`config.mk`:
```
export PLATFORM = sky130hd
export DESIGN_NAME = ps2_zx_matrix
export DESIGN_NICKNAME = d
export VERILOG_FILES = /design/src/rtl/ps2_zx_matrix.sv
export SDC_FILE = /design/constraint.sdc
export NUM_CORES = 1
export LEC_CHECK = 0
export ABC_AREA = 1
export ABC_CLOCK_PERIOD_IN_PS = 1900
export BUFFER_PORTS_ARGS = -buffer_cell sky130_fd_sc_hd__buf_2
export CORE_ASPECT_RATIO = 0.9
export CORE_UTILIZATION = 45
export CTS_CLUSTER_SIZE = 20
export DETAILED_ROUTE_END_ITERATION = 10
export PLACE_DENSITY = 0.6
export SLEW_MARGIN = 20
export SYNTH_ARGS = -nofsm -noshare
export SYNTH_HDL_FRONTEND = slang
export SYNTH_SLANG_ARGS = --single-unit
```
`constraint.sdc`:
```
create_clock -name clk -period 1.9 [get_ports clk]
set_input_delay 0.095 -clock clk [delete_from_list [all_inputs] [get_ports clk]]
set_output_delay 0.095 -clock clk [all_outputs]
set_load 0.02 [all_outputs]
```
`src/rtl/ps2_zx_matrix.sv`:
```
// ps2_zx_matrix: PS/2 set-2 scancode to ZX Spectrum 8x5 keyboard matrix decoder.
// Tracks E0/F0 prefixes, skips the 8-byte E1 (Pause) sequence, and folds cursor
// keys and backspace onto CAPS SHIFT plus a digit. Also keeps a function-key vector.
// Ports:
//   clk, reset     - system clock, synchronous active-high reset
//   kbd_key        - scancode byte, stable while kbd_key_valid is high
//   kbd_key_valid  - byte available (edge-detected unless VALID_LEVEL=1)
//   addr_hi        - CPU A[15:8], a 0 bit selects a half-row
//   row_data       - active-low D4..D0, AND of all selected half-rows
//   fkeys          - active-high function-key vector (NUM_FKEYS wide)
//   key_event      - one-cycle pulse per consumed make/break of a mapped key
module ps2_zx_matrix #(
  parameter int unsigned NUM_FKEYS   = 9,
  parameter int unsigned EXT_ENABLE  = 1,
  parameter int unsigned VALID_LEVEL = 0
) (
  input  logic                 clk,
  input  logic                 reset,
  input  logic [7:0]           kbd_key,
  input  logic                 kbd_key_valid,
  input  logic [7:0]           addr_hi,
  output logic [4:0]           row_data,
  output logic [NUM_FKEYS-1:0] fkeys,
  output logic                 key_event
);

  localparam int unsigned NROWS = 8;
  localparam int unsigned NCOLS = 5;

  typedef enum logic [2:0] {IDLE, BRK, EXT, EXTBRK, SKIP} state_t;

  state_t                         state;
  logic [2:0]                     skip_cnt;
  logic                           valid_q;
  logic [NROWS-1:0][NCOLS-1:0]    mat;
  logic [3:0]                     cur;      // [0]left [1]down [2]up [3]right
  logic                           bksp;
  logic [NUM_FKEYS-1:0]           fk;

  logic                           accept;
  logic                           m_hit;
  logic [2:0]                     m_row;
  logic [2:0]                     m_col;
  logic                           f_hit;
  logic [3:0]                     f_idx;
  logic                           b_hit;
  logic                           e_hit;
  logic [1:0]                     e_idx;
  logic [NROWS-1:0][NCOLS-1:0]    m_mask;
  logic [NUM_FKEYS-1:0]           fk_mask;
  logic [3:0]                     e_mask;
  logic                           norm_mapped;
  logic                           ext_mapped;
  logic                           do_norm;
  logic                           do_ext;
  logic                           mk;
  logic                           is_prefix;
  logic [NROWS-1:0][NCOLS-1:0]    eff;
  logic [NCOLS-1:0]               acc;

  // Byte strobe: either a ready-made strobe or a rising edge of the valid level.
  assign accept = (VALID_LEVEL != 0) ? kbd_key_valid : (kbd_key_valid & ~valid_q);

  // Non-extended matrix position of the current byte.
  always_comb begin
    {m_hit, m_row, m_col} = 7'd0;
    case (kbd_key)
      8'h12: {m_hit, m_row, m_col} = {1'b1, 3'd0, 3'd0};
      8'h1A: {m_hit, m_row, m_col} = {1'b1, 3'd0, 3'd1};
      8'h22: {m_hit, m_row, m_col} = {1'b1, 3'd0, 3'd2};
      8'h21: {m_hit, m_row, m_col} = {1'b1, 3'd0, 3'd3};
      8'h2A: {m_hit, m_row, m_col} = {1'b1, 3'd0, 3'd4};
      8'h1C: {m_hit, m_row, m_col} = {1'b1, 3'd1, 3'd0};
      8'h1B: {m_hit, m_row, m_col} = {1'b1, 3'd1, 3'd1};
      8'h23: {m_hit, m_row, m_col} = {1'b1, 3'd1, 3'd2};
      8'h2B: {m_hit, m_row, m_col} = {1'b1, 3'd1, 3'd3};
      8'h34: {m_hit, m_row, m_col} = {1'b1, 3'd1, 3'd4};
      8'h15: {m_hit, m_row, m_col} = {1'b1, 3'd2, 3'd0};
      8'h1D: {m_hit, m_row, m_col} = {1'b1, 3'd2, 3'd1};
      8'h24: {m_hit, m_row, m_col} = {1'b1, 3'd2, 3'd2};
      8'h2D: {m_hit, m_row, m_col} = {1'b1, 3'd2, 3'd3};
      8'h2C: {m_hit, m_row, m_col} = {1'b1, 3'd2, 3'd4};
      8'h16: {m_hit, m_row, m_col} = {1'b1, 3'd3, 3'd0};
      8'h1E: {m_hit, m_row, m_col} = {1'b1, 3'd3, 3'd1};
      8'h26: {m_hit, m_row, m_col} = {1'b1, 3'd3, 3'd2};
      8'h25: {m_hit, m_row, m_col} = {1'b1, 3'd3, 3'd3};
      8'h2E: {m_hit, m_row, m_col} = {1'b1, 3'd3, 3'd4};
      8'h45: {m_hit, m_row, m_col} = {1'b1, 3'd4, 3'd0};
      8'h46: {m_hit, m_row, m_col} = {1'b1, 3'd4, 3'd1};
      8'h3E: {m_hit, m_row, m_col} = {1'b1, 3'd4, 3'd2};
      8'h3D: {m_hit, m_row, m_col} = {1'b1, 3'd4, 3'd3};
      8'h36: {m_hit, m_row, m_col} = {1'b1, 3'd4, 3'd4};
      8'h4D: {m_hit, m_row, m_col} = {1'b1, 3'd5, 3'd0};
      8'h44: {m_hit, m_row, m_col} = {1'b1, 3'd5, 3'd1};
      8'h43: {m_hit, m_row, m_col} = {1'b1, 3'd5, 3'd2};
      8'h3C: {m_hit, m_row, m_col} = {1'b1, 3'd5, 3'd3};
      8'h35: {m_hit, m_row, m_col} = {1'b1, 3'd5, 3'd4};
      8'h5A: {m_hit, m_row, m_col} = {1'b1, 3'd6, 3'd0};
      8'h4B: {m_hit, m_row, m_col} = {1'b1, 3'd6, 3'd1};
      8'h42: {m_hit, m_row, m_col} = {1'b1, 3'd6, 3'd2};
      8'h3B: {m_hit, m_row, m_col} = {1'b1, 3'd6, 3'd3};
      8'h33: {m_hit, m_row, m_col} = {1'b1, 3'd6, 3'd4};
      8'h29: {m_hit, m_row, m_col} = {1'b1, 3'd7, 3'd0};
      8'h14: {m_hit, m_row, m_col} = {1'b1, 3'd7, 3'd1};
      8'h3A: {m_hit, m_row, m_col} = {1'b1, 3'd7, 3'd2};
      8'h31: {m_hit, m_row, m_col} = {1'b1, 3'd7, 3'd3};
      8'h32: {m_hit, m_row, m_col} = {1'b1, 3'd7, 3'd4};
      default: ;
    endcase
  end

  // Function keys, backspace and extended cursor codes.
  always_comb begin
    {f_hit, f_idx} = 5'd0;
    case (kbd_key)
      8'h07: {f_hit, f_idx} = {1'b1, 4'd0};
      8'h0E: {f_hit, f_idx} = {1'b1, 4'd1};
      8'h78: {f_hit, f_idx} = {1'b1, 4'd2};
      8'h09: {f_hit, f_idx} = {1'b1, 4'd3};
      8'h01: {f_hit, f_idx} = {1'b1, 4'd4};
      8'h0A: {f_hit, f_idx} = {1'b1, 4'd5};
      8'h83: {f_hit, f_idx} = {1'b1, 4'd6};
      8'h0B: {f_hit, f_idx} = {1'b1, 4'd7};
      8'h03: {f_hit, f_idx} = {1'b1, 4'd8};
      default: ;
    endcase
    {e_hit, e_idx} = 3'd0;
    case (kbd_key)
      8'h6B: {e_hit, e_idx} = {1'b1, 2'd0};
      8'h72: {e_hit, e_idx} = {1'b1, 2'd1};
      8'h75: {e_hit, e_idx} = {1'b1, 2'd2};
      8'h74: {e_hit, e_idx} = {1'b1, 2'd3};
      default: ;
    endcase
    b_hit = (kbd_key == 8'h66);
  end

  // One-hot update masks and mapped/apply qualifiers.
  always_comb begin
    m_mask = '0;
    if (m_hit) m_mask[m_row][m_col] = 1'b1;
    fk_mask = '0;
    for (int i = 0; i < int'(NUM_FKEYS); i++) begin
      fk_mask[i] = f_hit && (f_idx == 4'(i));
    end
    e_mask = '0;
    if (e_hit && (EXT_ENABLE != 0)) e_mask[e_idx] = 1'b1;
    norm_mapped = m_hit | b_hit | (|fk_mask);
    ext_mapped  = |e_mask;
    is_prefix   = (kbd_key == 8'hF0) || (kbd_key == 8'hE0) || (kbd_key == 8'hE1);
    do_norm = accept && (((state == IDLE) && !is_prefix) || (state == BRK));
    do_ext  = accept && (((state == EXT) && (kbd_key != 8'hF0)) || (state == EXTBRK));
    mk      = (state == IDLE) || (state == EXT);
  end

  // Prefix FSM plus key-state registers.
  always_ff @(posedge clk) begin
    if (reset) begin
      state     <= IDLE;
      skip_cnt  <= 3'd0;
      valid_q   <= 1'b0;
      mat       <= '0;
      cur       <= '0;
      bksp      <= 1'b0;
      fk        <= '0;
      key_event <= 1'b0;
    end else begin
      valid_q   <= kbd_key_valid;
      key_event <= 1'b0;
      if (accept) begin
        case (state)
          IDLE: begin
            if (kbd_key == 8'hF0)      state <= BRK;
            else if (kbd_key == 8'hE0) state <= EXT;
            else if (kbd_key == 8'hE1) begin
              state    <= SKIP;
              skip_cnt <= 3'd7;
            end
          end
          BRK:    state <= IDLE;
          EXT:    state <= (kbd_key == 8'hF0) ? EXTBRK : IDLE;
          EXTBRK: state <= IDLE;
          SKIP: begin
            skip_cnt <= skip_cnt - 3'd1;
            if (skip_cnt == 3'd1) state <= IDLE;
          end
          default: state <= IDLE;
        endcase
      end
      if (do_norm) begin
        mat       <= mk ? (mat | m_mask) : (mat & ~m_mask);
        fk        <= mk ? (fk | fk_mask) : (fk & ~fk_mask);
        if (b_hit) bksp <= mk;
        key_event <= norm_mapped;
      end
      if (do_ext) begin
        cur       <= mk ? (cur | e_mask) : (cur & ~e_mask);
        key_event <= ext_mapped;
      end
    end
  end

  // Composite keys add CAPS SHIFT and their digit on top of the physical matrix.
  always_comb begin
    eff       = mat;
    eff[0][0] = mat[0][0] | bksp | (|cur);
    eff[3][4] = mat[3][4] | cur[0];
    eff[4][4] = mat[4][4] | cur[1];
    eff[4][3] = mat[4][3] | cur[2];
    eff[4][2] = mat[4][2] | cur[3];
    eff[4][0] = mat[4][0] | bksp;
  end

  // ULA read: OR the pressed bits of every selected half-row, then invert.
  always_comb begin
    acc = '0;
    for (int r = 0; r < int'(NROWS); r++) begin
      if (!addr_hi[r]) acc = acc | eff[r];
    end
    row_data = ~acc;
  end

  assign fkeys = fk;

endmodule

```
After elaboration in Yosys (flattened, before gate mapping)
Index checks and enable logic that the tools add are counted.

Memory bits (writable): 0. Memories kept: 0. Latch bits: 0. Bits in registers: 62. Output and inout port bits: 15. Input bits: 19. Word-level logic and storage cells: 209. Memory bits (read-only): 0.

Multipliers: 0. Eq/ne operators: 76. Multiplexer cells: 38. Order comparisons: 6. Shifts and indexed selects: 0. Bitwise gates (word level): 28. Reductions and logical operators: 45. Divide/modulo/power cells: 0. $add $sub $neg: 1.

Operators by type and width (count): == test 8 x 6 -> 1 bit (second input constant) (23); == test 8 x 7 -> 1 bit (second input constant) (14); 2-to-1 mux 40 bit (2); == test 8 x 5 -> 1 bit (second input constant) (9); 2-to-1 mux 5 bit (9); bitwise AND 40 bit (1); inverter 40 bit (1); OR 40 bit (1); OR reduction 40 bit (1); OR 5 bit (7); OR reduction 5 bit (7); == test 8 x 4 -> 1 bit (second input constant) (4); == test 8 bit (second input constant) (4); case mux 4 bit (8 select lines) (1); OR reduction 8 bit (4); 2-to-1 mux 3 bit (7); case mux 3 bit (7 select lines) (1); OR reduction 9 bit (2); == test 4 x 3 -> 1 bit (second input constant) (4); logical AND 1 bit (16); demux 5 bit (select 3 bit) (1); case mux 3 bit (4 select lines) (1); OR reduction 4 bit (3); bitwise AND 9 bit (1); other kinds (43) (70).

Depth between registers and ports, before layout
Gate-level depths: netlist of the first run.

Word-level depth: 18. Depth in mapped cells: 13. Gate-level depth less buffers: 13.

Least setup slack after synthesis of the first run
Ideal clock, no wire load.

Kind: register -> register. Start point: reg state[0]. End point: reg with a tool-made name. Setup slack: 0.407 ns. Required time: 1.787 ns. Buffers on the path: 1. Period minus slack after synthesis: 1.493 ns. Setup time: 0.113 ns. Cell stages (with the launch flop): 12. Data arrival time: 1.380 ns. Path through: dfxtp_1 > nor2_1 > nand2_1 > a21oi_2 > nand2_1 > o31ai_2 > nand2_4 > inv_4 > buf_8 > nand3_1 > nor2_1 > nor2_1.

RTL lines: start, declared (RTL line 32) `state_t state;`; start signal, assigned (RTL line 181) `EXT: state <= (kbd_key == 8'hF0) ? EXTBRK : IDLE;`.

==> impl_metrics.ini, run 1 <==
[sta]
slew_headroom = 0.588
setup_ws_ns = 0.0451
tightestPinTransition_ns = 0.617
final-max-slew-violation-count = 0
hold_viol_final = 0
fin_crit_sh = 0.976
fmax_mhz = 539
setup_viol = 0
rsz0062_at_grt = yes
period_minus_slack_ns = 1.85
clock_skew_ns = 0.0110

[power]
combPwrFrac = 0.243
switchingPower_mw = 1.13
p_leak_nw = 1.61
power_mw = 3.19
switching_share = 0.355
p_seq_frac = 0.423
internal_power_mw = 2.06
power_density_nw_per_um2 = 772
peakVddDrop_mv = 0.426
p_clk_frac = 0.333

[setup_path]
path_buf_inv = 1
arrival_ns = 1.76
critPathKind = reg2out
required_ns = 1.80
cp_slowest_stage_delay_ns = 0.34
critPathTopFamily = compound AO/OA/AOI/OAI gates
crit_fanout = 2
endpoint_kind = output pin
crit_chain = a221oi_2 -> o221ai_2 -> a21oi_2 -> o21ai_1 -> a21oi_1 -> buf_4
slowest_stage = dfxtp_2
start_kind = flop

[final_layout]
final_cell_area_um2 = 4130
area_delta_synth_final_pct = 16.9
diodes = 0
final_util = 0.545
nNetsFinal = 614
final_layout_size_suffix_gt1_frac = 0.152
layout.cells.non_filler = 693

[routing]
wirelength_um = 11200
wl_per_cell_um = 16.1
drcViolationCount = 0
dr.pass1.iters = 5
num_vias = 3856
initialDrtViolationCount = 218
viasPerCell = 5.56
ant_nets = 0

[place]
place.gp.congestion = 0.924
place_ws_ns = 0.117
place_inst = 675
postPlaceCellArea_um2 = 3880
io_buffer_count = 33
hpwl_um = 7800

[floorplan]
die_w_um = 95.4
ios = 34
die_area_um2 = 8210
die_h_um = 86.1
coreArea_um2 = 7580
start_util = 0.466
rows = 30

[clocking]
clock_sinks = 62
cts_max_level = 3
cts_buffer_depth = 2
cts_tree = yes
cts-root-buf = clkbuf_8
clkLatencyLatePin_ns = 0.36
cts_made_buffers = 9
clk_pin_slew_ns = 0.07

[logic_synthesis]
synth-edff-count = 0
synthFlopType = dfxtp_1
synthArstFlopShare = 0
ys_seq_area_frac = 0.351
ys_warn_count = 0
yosys_register_bits = 62
synth_simple_gate_area_share = 0.348
yosysTopAreaCell = dfxtp_1
synth_nets = 572
synth_compound_area_frac = 0.198
synth_fa_ha_area_frac = 0.00708
avgSynthCellArea_um2 = 6.41
synthXorXnorAreaFrac = 0.00248
synth_top_family_by_area = simple AND/OR/NAND/NOR gates
netlist_area_um2 = 3530
synth_top_area_frac = 0.351
synth_cell_type_count = 36
muxShareOfSynthArea = 0
synthTopCellsByArea = dfxtp_1 35%, nand2_1 14%, a21oi_1 9.1%
netlist_instances = 551

[global_route]
grt_pass1_vias = 3461
grt_usage = 0.291
grt_max_degree = 57
grt_overflow = 0
antenna_found_initial = 0
grt_pass1_wl_um = 17900

[outcome]
status = finished, final reports clean

[hold_path]
min_path_type = in2reg

[run]
drv_cap = 0
==> synth_stat cells, types with 2 or more instances <==
| library cell | instances |
|---|---|
| a31oi_1 | 2 |
| buf_2 | 3 |
| nor2_2 | 2 |
| o41ai_1 | 2 |
| a221oi_1 | 3 |
| o21ai_0 | 52 |
| nand2_2 | 2 |
| buf_4 | 6 |
| clkbuf_2 | 3 |
| nor2_1 | 73 |
| nand4_1 | 36 |
| clkbuf_1 | 12 |
| inv_1 | 49 |
| o221ai_1 | 2 |
| nand3_2 | 3 |
| nand3_1 | 23 |
| a21oi_1 | 64 |
| nor3_1 | 7 |
| nand2_1 | 128 |
| dfxtp_1 | 62 |
| ha_1 | 2 |
==> per-stage QoR <==
stage	TNS, ns	hold WS [ns]
after CTS	0	0.176
after global placement	0	0.311
final	0	0.187
after global routing	-0.0748	0.190
after detailed placement	0	0.338
after floorplan	0	0.220
==> layer usage <==
metal / part of all wire / vias up / GRT usage
met5: 0 / - / 0
met2: 0.43 / 125 / 0.418
met3: 0.062 / 18 / 0.0656
met4: 0.017 / 0 / 0.109
met1: 0.49 / 1769 / 0.420
li1: - / 1944 / -
==> timing repair <==
| item | in CTS | in global routing |
|---|---|---|
| cloned | 0 | 0 |
| pin swaps | 0 | 2 |
| hold buffers | 1 | 0 |
| endpoints found under the hold margin | 1 | 0 |
| setup buffers | 0 | 2 |
| gates resized for setup | 2 | 19 |
| setup endpoints to repair | 1 | 43 |
==> cell families (layout without fill, tap and decap cells) <==
family	count (synthesis)	in the layout
DFF	62	62
buffers and inverters	77	123
and+or+nand+nor	279	279
xor gates and xnor gates	1	1
AOI/OAI and AO/OA	130	130
adders and majority gates	2	2
==> power by group through the flow <==
stage / Combinational, mW / Clock, mW / Sequential (mW)
after detailed placement: 0.734 / 0 / 1.38
after global placement: 0.726 / 0 / 1.38
final: 0.777 / 1.06 / 1.35
after CTS: 0.736 / 1.09 / 1.35
after floorplan: 0.535 / 0 / 1.37
after global routing: 0.839 / 1.15 / 1.35
==> worst min-delay path, stage by stage <==
cell	delay [ns]
buf_2	0.09
inv_1	0.17
nand2_1	0.12
nor2_1	0.03
==> cell type report <==
class	instances	area, um^2
Clock buffer	14	163
Timing Repair Buffer	57	395
Sequential cell	62	1240
Inverter	51	199
Clock inverter	1	5.00
Tap cell	96	120
Fill cell	780	3450
Multi-Input combinational cell	412	2010
==> placed cells by master (no fill, tap or decap), types with 3 or more instances in the layout <==
cell,synthesis,routed
nand3_1,23,23
clkbuf_1,12,3
buf_4,6,24
nand4_1,36,36
dfxtp_1,62,60
a21oi_1,64,62
a21oi_2,1,3
clkbuf_8,0,11
o21ai_1,0,6
o21ai_0,52,46
nand2_1,128,128
buf_2,3,29
inv_1,49,49
buf_12,0,3
nand3_2,3,3
nor3_1,7,7
nor2_1,73,72
==> path summary, 6_finish.rpt <==
| check | start | depth (start not counted) | slack [ns] | endpoint |
|---|---|---|---|---|
| hold / removal | reset | 4 | 0.19 | flop |
| setup / recovery | flop | 6 | 0.05 | row_data[3] |
| setup reg to reg | state[0] | 10 | 0.19 | flop |
| hold reg to reg | flop | 2 | 0.44 | flop |
Power figures use the tool's default switching activity.
==> run 2, diff against run 1 <==
--- a/config.mk
+++ b/config.mk
@@ -5,14 +5,13 @@
 export SDC_FILE = /design/constraint.sdc
 export NUM_CORES = 1
 export LEC_CHECK = 0
-export ABC_AREA = 1
 export ABC_CLOCK_PERIOD_IN_PS = 1900
 export BUFFER_PORTS_ARGS = -buffer_cell sky130_fd_sc_hd__buf_2
 export CORE_ASPECT_RATIO = 0.9
-export CORE_UTILIZATION = 45
+export CORE_UTILIZATION = 35
 export CTS_CLUSTER_SIZE = 20
 export DETAILED_ROUTE_END_ITERATION = 10
-export PLACE_DENSITY = 0.6
+export PLACE_DENSITY = 0.49
 export SLEW_MARGIN = 20
 export SYNTH_ARGS = -nofsm -noshare
 export SYNTH_HDL_FRONTEND = slang
==> run 2 against run 1 <==
The flow now finishes with violations (setup timing). Cell area up 43%. Clock skew fell by 0.0044 ns. Routed wire length rose by 22%. Utilization is 0.25 points lower. Sequential power shrank 3%. First-iteration DRC count rose by 16%. Fmax shrank 12%. Setup slack got worse by 0.26 ns. Largest cell class unchanged.
==> impl_metrics.ini, run 2 <==
[outcome]
status = finished, violations left
violations = setup timing

[sta]
fin_crit_sh = 1.11
tightestPinTransition_ns = 0.677
hold_viol_final = 0
setup_ws_ns = -0.213
final-max-slew-violation-count = 0
slew_headroom = 0.549
clock_skew_ns = 0.00661
fin_setup_tns_ns = -4.80
fmax_mhz = 473
rsz0062_at_grt = yes
period_minus_slack_ns = 2.11
setup_viol = 45

[setup_path]
r2r-start = state[1]
endpoint_kind = flop
arrival_ns = 2.31
worst-r2r-setup-slack_ns = -0.21
critPathKind = reg2reg
start_kind = flop
required_ns = 2.09
worst-r2r-cell-count = 8
crit_fanout = 7

[clocking]
clkLatencyLatePin_ns = 0.33
cts_tree = yes
holdBufCountCts = 0
clk_pin_slew_ns = 0.06
cts_buffer_depth = 2
clock_sinks = 62
cts-root-buf = clkbuf_16
cts_max_level = 3
cts_made_buffers = 9

[logic_synthesis]
ys_seq_area_frac = 0.314
synth_cell_type_count = 75
synthArstFlopShare = 0
yosysMostFrequentCell = nor2_1
yosysTopAreaCell = dfxtp_1
netlist_area_um2 = 3960
ys_warn_count = 0
synth_top_area_frac = 0.314
synth_common_cells = 77 x nor2_1, 62 x dfxtp_1, 49 x nand2_1
yosys_register_bits = 62
synthTopCellsByArea = dfxtp_1 31%, nor2_1 7.3%, mux2i_1 7.1%
avgSynthCellArea_um2 = 7.79
netlist_instances = 508
synth_nets = 529
synthFlopType = dfxtp_1
synth-edff-count = 0

[final_layout]
final_util = 0.543
nNetsFinal = 661
area_delta_synth_final_pct = 49.5
diodes = 0
layout_common_cells = 110 x buf_4, 61 x dfxtp_1, 59 x nor2_1
final_cell_area_um2 = 5910
final_common_cell = buf_4
final_layout_size_suffix_gt1_frac = 0.392

[hold_path]
worstHoldStart = kbd_key_valid
whs_endpoint = valid_q
min_path_type = in2reg
hold_depth = 3

[power]
peakVddDrop_mv = 0.560
p_leak_nw = 2.28
power_density_nw_per_um2 = 642

[global_route]
grt_max_degree = 53
grt_pass1_wl_um = 21300
antenna_found_initial = 0
grt_overflow = 0
grt_pass1_vias = 4003
grt_usage = 0.237

[routing]
wl_per_cell_um = 17.1
initialDrtViolationCount = 252
drcViolationCount = 0
num_vias = 4352
wirelength_um = 13600
viasPerCell = 5.46
ant_nets = 0
dr.pass1.iters = 5

[place]
hpwl_um = 9880
place.gp.congestion = 0.861
io_buffer_count = 33
place_ws_ns = -0.289
postPlaceCellArea_um2 = 5030

[floorplan]
rows = 36
die_w_um = 114
coreArea_um2 = 10900
die_h_um = 103
ios = 34
die_area_um2 = 11700
start_util = 0.363

[run]
drv_cap = 0
[run 2: changes by cell type after synthesis, sizes merged, moves of 5 or more]
| cell | change |
|---|---|
| a21oi | -28 |
| a22oi | +9 |
| buf | +9 |
| inv | -38 |
| mux2i | +28 |
| nand2 | -82 |
| nand2b | +11 |
| nand3 | -10 |
| nand4 | -30 |
| nor2b | +14 |
| nor3 | +14 |
| o21ai | -20 |
| or3 | +5 |
[run 2: layout make-up]
class	instances	area, um^2
Fill cell	1072	4990
Multi-Input combinational cell	395	2870
Sequential cell	62	1240
Timing Repair Buffer	159	1210
Clock buffer	10	239
Tap cell	152	190
Clock inverter	6	115
Inverter	13	48.8
[run 2: report_power, final]
part           internal (mW)  switching [mW]
Combinational          0.234           0.304
Clock                   1.33           0.623
Sequential              1.31         0.00361
[run 2: metrics by stage]
| step | power [mW] | hold WS (ns) | instances |
|---|---|---|---|
| floorplan | 1.58 | 0.223 | 508 |
| global placement | 1.79 | 0.457 | 770 |
| detailed placement | 1.79 | 0.460 | 770 |
| CTS | 3.78 | 0.124 | 791 |
| global route | 3.92 | 0.167 | 797 |
| finish | 3.80 | 0.123 | 797 |
[run 2: how the worst max path moves through the flow]
stage / from / end / slack (ns)
after floorplan: state[1] / flop / -0.11
after global placement: state[1] / flop / -0.30
after CTS: state[1] / flop / -0.21
after detailed placement: kbd_key[4] / flop / -0.29
after global routing: state[1] / flop / -0.28
final: state[1] / flop / -0.21
[run 2: metal layers]
layer  up-vias  GRT usage  wire (um)
li1       2116          -          -
met1      2084      0.338       6490
met2       138      0.361       6090
met3        14     0.0423        873
met4         0     0.0809        167
met5         -          0          0
[run 2: worst max-delay path, stage by stage (launching register included)]
cell	delay [ns]
dfxtp_2	0.32
or4b_4	0.55
a41oi_4	0.29
buf_6	0.15
nand2b_4	0.13
buf_6	0.15
nor3_4	0.13
mux2i_1	0.20
nor2_1	0.05
[run 2: what timing repair did]
action / 4_1_cts / 5_1_grt
setup endpoints to repair: 46 / 50
resized for setup: 31 / 81
pin swaps: 10 / 24
buffers inserted: 5 / 5
gates cloned: 0 / 2
[run 2: logic make-up (layout without fill, tap and decap cells)]
family,Yosys count,in the layout,share of synthesized area
adder cells (fa/ha/maj),2,2,0.00633
AND/OR/NAND/NOR,232,232,0.311
buffers and inverters,51,188,0.0592
flip-flops,62,62,0.314
multiplexers,28,28,0.0709
XOR/XNOR,3,3,0.00664
AO/OA/AOI/OAI,130,130,0.232
